## src/rtl/serial_audio_pkg.sv

```systemverilog
// Shared definitions for the serial audio feeder/encoder path.
// Default sample width and sequencer state encoding.
package serial_audio_pkg;

    localparam int DATA_W = 32;

    localparam logic [1:0] ST_IDLE  = 2'd0;
    localparam logic [1:0] ST_LEFT  = 2'd1;
    localparam logic [1:0] ST_RIGHT = 2'd2;

    typedef enum logic [1:0] {
        IDLE  = ST_IDLE,
        LEFT  = ST_LEFT,
        RIGHT = ST_RIGHT
    } seq_state_e;

endpackage

```

## src/rtl/serial_audio_frame_fifo.sv

```systemverilog
// Stereo frame FIFO: depth x {left,right}, combinational head and next-head read.
// Occupancy is tracked by a level counter rather than pointer compare.
module serial_audio_frame_fifo #(
    parameter int DW    = 32,
    parameter int DEPTH = 4,
    localparam int AW   = $clog2(DEPTH),
    localparam int LW   = AW + 1
) (
    input  logic          clk,
    input  logic          reset,
    input  logic          push_i,
    input  logic          pop_i,
    input  logic [2*DW-1:0] din_i,
    output logic [2*DW-1:0] head_o,
    output logic [2*DW-1:0] next_o,
    output logic [LW-1:0] level_o,
    output logic [LW-1:0] level_d_o
);

    logic [2*DW-1:0] mem_q [DEPTH];
    logic [AW-1:0]   wr_ptr_q, rd_ptr_q;
    logic [AW-1:0]   rd_nxt;
    logic [LW-1:0]   level_q, level_d;

    assign rd_nxt = rd_ptr_q + AW'(1);
    assign head_o = mem_q[rd_ptr_q];
    assign next_o = mem_q[rd_nxt];

    always_comb begin
        level_d = level_q;
        unique case ({push_i, pop_i})
            2'b10:   level_d = level_q + LW'(1);
            2'b01:   level_d = level_q - LW'(1);
            default: level_d = level_q;
        endcase
    end

    assign level_o   = level_q;
    assign level_d_o = level_d;

    always_ff @(posedge clk) begin
        if (reset) begin
            wr_ptr_q <= '0;
            rd_ptr_q <= '0;
            level_q  <= '0;
        end else begin
            level_q <= level_d;
            if (push_i) wr_ptr_q <= wr_ptr_q + AW'(1);
            if (pop_i)  rd_ptr_q <= rd_nxt;
        end
    end

    // Storage carries no reset; validity is governed entirely by level_q.
    always_ff @(posedge clk) begin
        if (push_i) mem_q[wr_ptr_q] <= din_i;
    end

endmodule

```

## src/rtl/serial_audio_frame_feeder.sv

```systemverilog
// Stereo frame buffer and L/R sequencer feeding serial_audio_encoder.
// Each buffered frame is replayed as a left word then a right word.
module serial_audio_frame_feeder
    import serial_audio_pkg::*;
#(
    parameter int data_width = DATA_W,
    parameter int depth      = 4,
    localparam int LW        = $clog2(depth) + 1
) (
    input  logic                  sclk,
    input  logic                  reset,
    input  logic                  i_valid,
    output logic                  i_ready,
    input  logic [data_width-1:0] i_left,
    input  logic [data_width-1:0] i_right,
    output logic                  o_valid,
    input  logic                  o_ready,
    output logic                  o_is_left,
    output logic [data_width-1:0] o_data,
    output logic [LW-1:0]         o_level
);

    localparam int DW = data_width;

    seq_state_e      state_q, state_d;
    logic            valid_q, valid_d;
    logic            left_q, left_d;
    logic [DW-1:0]   data_q, data_d;
    logic            ready_q;
    logic            push, pop;
    logic [2*DW-1:0] head, next;
    logic [LW-1:0]   level, level_d;

    assign push = i_valid & ready_q;
    assign pop  = (state_q == RIGHT) & o_ready;

    serial_audio_frame_fifo #(
        .DW    (DW),
        .DEPTH (depth)
    ) u_fifo (
        .clk       (sclk),
        .reset     (reset),
        .push_i    (push),
        .pop_i     (pop),
        .din_i     ({i_left, i_right}),
        .head_o    (head),
        .next_o    (next),
        .level_o   (level),
        .level_d_o (level_d)
    );

    always_comb begin
        state_d = state_q;
        valid_d = valid_q;
        left_d  = left_q;
        data_d  = data_q;
        unique case (state_q)
            IDLE: begin
                if (level != '0) begin
                    data_d  = head[2*DW-1:DW];
                    left_d  = 1'b1;
                    valid_d = 1'b1;
                    state_d = LEFT;
                end
            end
            LEFT: begin
                if (o_ready) begin
                    data_d  = head[DW-1:0];
                    left_d  = 1'b0;
                    state_d = RIGHT;
                end
            end
            RIGHT: begin
                if (o_ready) begin
                    // The head still counts in level, so a follower needs level > 1.
                    if (level > LW'(1)) begin
                        data_d  = next[2*DW-1:DW];
                        left_d  = 1'b1;
                        state_d = LEFT;
                    end else begin
                        valid_d = 1'b0;
                        left_d  = 1'b1;
                        state_d = IDLE;
                    end
                end
            end
            default: begin
                valid_d = 1'b0;
                left_d  = 1'b1;
                state_d = IDLE;
            end
        endcase
    end

    always_ff @(posedge sclk) begin
        if (reset) begin
            state_q <= IDLE;
            valid_q <= 1'b0;
            left_q  <= 1'b1;
            data_q  <= '0;
            ready_q <= 1'b0;
        end else begin
            state_q <= state_d;
            valid_q <= valid_d;
            left_q  <= left_d;
            data_q  <= data_d;
            ready_q <= (level_d != LW'(depth));
        end
    end

    assign i_ready   = ready_q;
    assign o_valid   = valid_q;
    assign o_is_left = left_q;
    assign o_data    = data_q;
    assign o_level   = level;

endmodule

```

## config.mk

```make
export PLATFORM = sky130hd
export DESIGN_NAME = serial_audio_frame_feeder
export DESIGN_NICKNAME = d
export VERILOG_FILES = /design/src/rtl/serial_audio_pkg.sv /design/src/rtl/serial_audio_frame_fifo.sv /design/src/rtl/serial_audio_frame_feeder.sv
export SDC_FILE = /design/constraint.sdc
export NUM_CORES = 1
export LEC_CHECK = 0
export CAP_MARGIN = 20
export CORE_MARGIN = 3
export CORE_UTILIZATION = 58
export DETAILED_ROUTE_END_ITERATION = 6
export PLACE_DENSITY = 0.82
export RECOVER_POWER = 100
export SLEW_MARGIN = 20
export SYNTH_ARGS = -nofsm -noshare
export SYNTH_HDL_FRONTEND = slang
export SYNTH_SLANG_ARGS = --single-unit
```

## constraint.sdc

```tcl
create_clock -name sclk -period 3.01 [get_ports sclk]
set_input_delay 0.602 -clock sclk [delete_from_list [all_inputs] [get_ports sclk]]
set_output_delay 0.602 -clock sclk [all_outputs]
set_load 0.02 [all_outputs]
```

==> impl_metrics.toml <==
[status]
run_status = "finished clean"

[cells_and_area]
antenna_cells = 0
drive_gt1_share_pct = 17.03
layout.nets = 874
fillers = 1283
multi_input_area_um2 = 3666
area_delta_synth_final_pct = 18.85
ff_latch_area_um2 = 8620

[cts]
clock_sinks = 302
clk_latency_ns = 0.55
cts_buffer_depth = 3
cts.clk_slew.worst_paths_ns = 0.06
cts_setup_buffers = 0
htree_num_levels = 1
cts_buffers = 30
cts_tree = "done"
post_cts_resized = 0
cts-root-buf = "clkbuf_16"
cts.hold.buffers_added = 0

[sta]
layout_min_cycle_time_ns = 2.621
hold_violations = 0
whs_ns = 0.4708
final-setup-viol-count = 0
tightest_slew_ns = 1.112
fin_worst_skew_ns = 0.01251
max_freq_mhz = 381.6
finalSetupTns_ns = 0
rsz0062_at_grt = "no"
finalMaxSlewViolations = 0
min_period_over_period_pct = 87.07
slew_headroom_pct = 25.85

[pwr]
p_comb_share_pct = 24.1
netSwitchingFraction_pct = 28.33
p_clk_share_pct = 32.5
vdd_drop_max_uv = 579.6
intPower_uw = 8610
p_leak_uw = 0.004831
power_density_nw_per_um2 = 803.3
p_sw_uw = 3404
seq_power_share_pct = 43.4
totalPowerFinal_uw = 12010

[critical_path]
end_kind = "flip-flop"
worstPathRequired_ns = 3.49
cp_cell_sequence = "inv_1, ha_1, nor2_1, o21ai_0, clkbuf_1, o31a_2, a32o_1"
cp_num_cells = 7
regToRegStartpoint = "state_q[0]"
reg2reg_depth = 7
critPathBufInv = 2
critPathArrivalTime_ns = 3.10
startpoint = "state_q[0]"
start_kind = "flip-flop"
crit_family = "compound AO/OA/AOI/OAI gates"
slowest_stage = "o31a_2"
cp_slowest_stage_delay_ns = 0.78
path_class = "flip-flop to flip-flop"
worst-path-max-fanout = 32
rrSetupSlack_ns = 0.39

[global_routing]
grt_util_all_layers_pct = 23.11
grt_pass1_vias = 7497
antenna_found_initial = 0
grt_pass1_wl_um = 42210
grt_max_degree = 65
grt_overflow_total = 0

[die]
die-area_um2 = 23500
io_pins = 106
row_count = 53
die_y_um = 153.3
fp.dieW_um = 153.3
start_util_pct = 59.48
core_um2 = 21150

[logic_synthesis]
syn-num-nets = 766
synth.avg_cell_area_um2 = 18.37
synth_area_um2 = 12580
ys_ff_latch = 302
async_reset_ff_share_pct = 0
synth-edff-count = 256
synth_common_cells = "edfxtp_1 (256), mux2i_1 (66), mux4_2 (60)"
yosysTopAreaCell = "edfxtp_1"
synthCells = 685
synth_top_area_share_pct = 61.09
synth.top_cells.by_area = "edfxtp_1 (61%), mux4_2 (11%), dfxtp_1 (7.3%), mux2i_1 (5.3%), a32o_1 (2.5%)"
synth_most_common_cell = "edfxtp_1"
synth_cell_type_count = 42
yosysWarnings = 0
yosysSeqAreaShare_pct = 68.41
synth_ff_type = "edfxtp_1"

[placement]
globalplace.congestion = 0.7750
port-buffer-count = 105
hpwl_um = 15940

[route]
drtAntennaViolNets = 0
drt-total-wl_um = 27170
via_per_inst = 6.500
wl_per_cell_um = 24.90
initialDrtViolationCount = 646
drt-pass1-iter-count = 6
remaining_drc_errors = 0
vias = 7091

[flow_run]
max_cap_viol_count = 0

[min_path]
hold_depth = 1
hold_class = "flip-flop to flip-flop"
hold_start = "o_data[19]"
## flip-flops by register name (all words and copies together) (netlist names), named ones only
signal and flops:
state_q 2, o_valid 1, o_is_left 1, u_fifo.wr_ptr_q 2
o_data 32, u_fifo.mem_q 256, u_fifo.level_o 3, u_fifo.rd_ptr_q 2
i_ready 1
## worst reg2reg max path, cell delays in order (launching register included)
cell,delay (ns)
dfxtp_1,0.36
inv_1,0.12
ha_1,0.30
nor2_1,0.10
o21ai_0,0.27
clkbuf_1,0.34
o31a_2,0.78
a32o_1,0.28
## metal layers
layer	GRT usage [%]	wire length, um	vias to the layer above
li1	-	-	3039
met1	31.08	10820	3649
met2	38.96	13740	329
met3	3.426	1753	74
met4	8.401	855	0
met5	0	0	-
## power groups by stage
stage | Combinational [uW] | Clock [uW] | Sequential (uW)
floorplan | 1620 | 0 | 5460
global placement | 2860 | 0 | 5270
detailed placement | 2980 | 0 | 5300
CTS | 3020 | 3950 | 5220
global route | 3100 | 4110 | 5250
finish | 2900 | 3900 | 5210
## kinds of logic after synthesis
| group | share of synthesized area, % |
|---|---|
| DFF | 68.41 |
| adders and majority gates | 1.372 |
| muxes | 16.82 |
| and+or+nand+nor | 2.814 |
| xor gates and xnor gates | 0.4176 |
| buffers and inverters | 2.615 |
| AOI/OAI and AO/OA | 7.547 |
## metrics by stage
stage                     util (%)  worst slack, ns  std cells  cell area (um2)
final                        70.70           0.3893       1091            14960
after global placement       66.06           0.5767       1036            13970
after CTS                    71.04           0.5927       1091            15030
after global routing         70.70           0.3339       1091            14960
after detailed placement     66.06           0.4378       1036            13970
after floorplan                  -           0.4205        685            12580
## layout by cell type (no fill, tap or decap), drive strengths merged, types with 4 or more instances in the layout
master       netlist  layout
nand2              7       7
dlygate4sd3        0     103
bufinv             0       5
buf               27      13
xnor2              5       5
mux2i             66      66
nor2              10      10
or2               32      32
inv               11      12
a32o              32      32
ha                13      13
clkbuf            20      46
mux4              64      64
clkinv             0       8
a21o              32      32
and3               5       5
dfxtp             46      46
edfxtp           256     256
o21ai              4       4
o221ai            32      32
a21oi              5       5
## layout make-up
class	count	share of cell area [%]
clock buffer	41	5.630
tap	275	2.301
timing repair buffer	123	8.241
clock inverter	14	1.406
multi-input combinational	325	24.51
inverter	11	0.2761
sequential	302	57.63
## final timing paths
path | endpoint
worst max register to register | o_data[23]
worst min register to register | o_data[19]
worst max-delay path | o_data[23]
worst min-delay path | o_data[19]
Power figures use the tool's default switching activity.
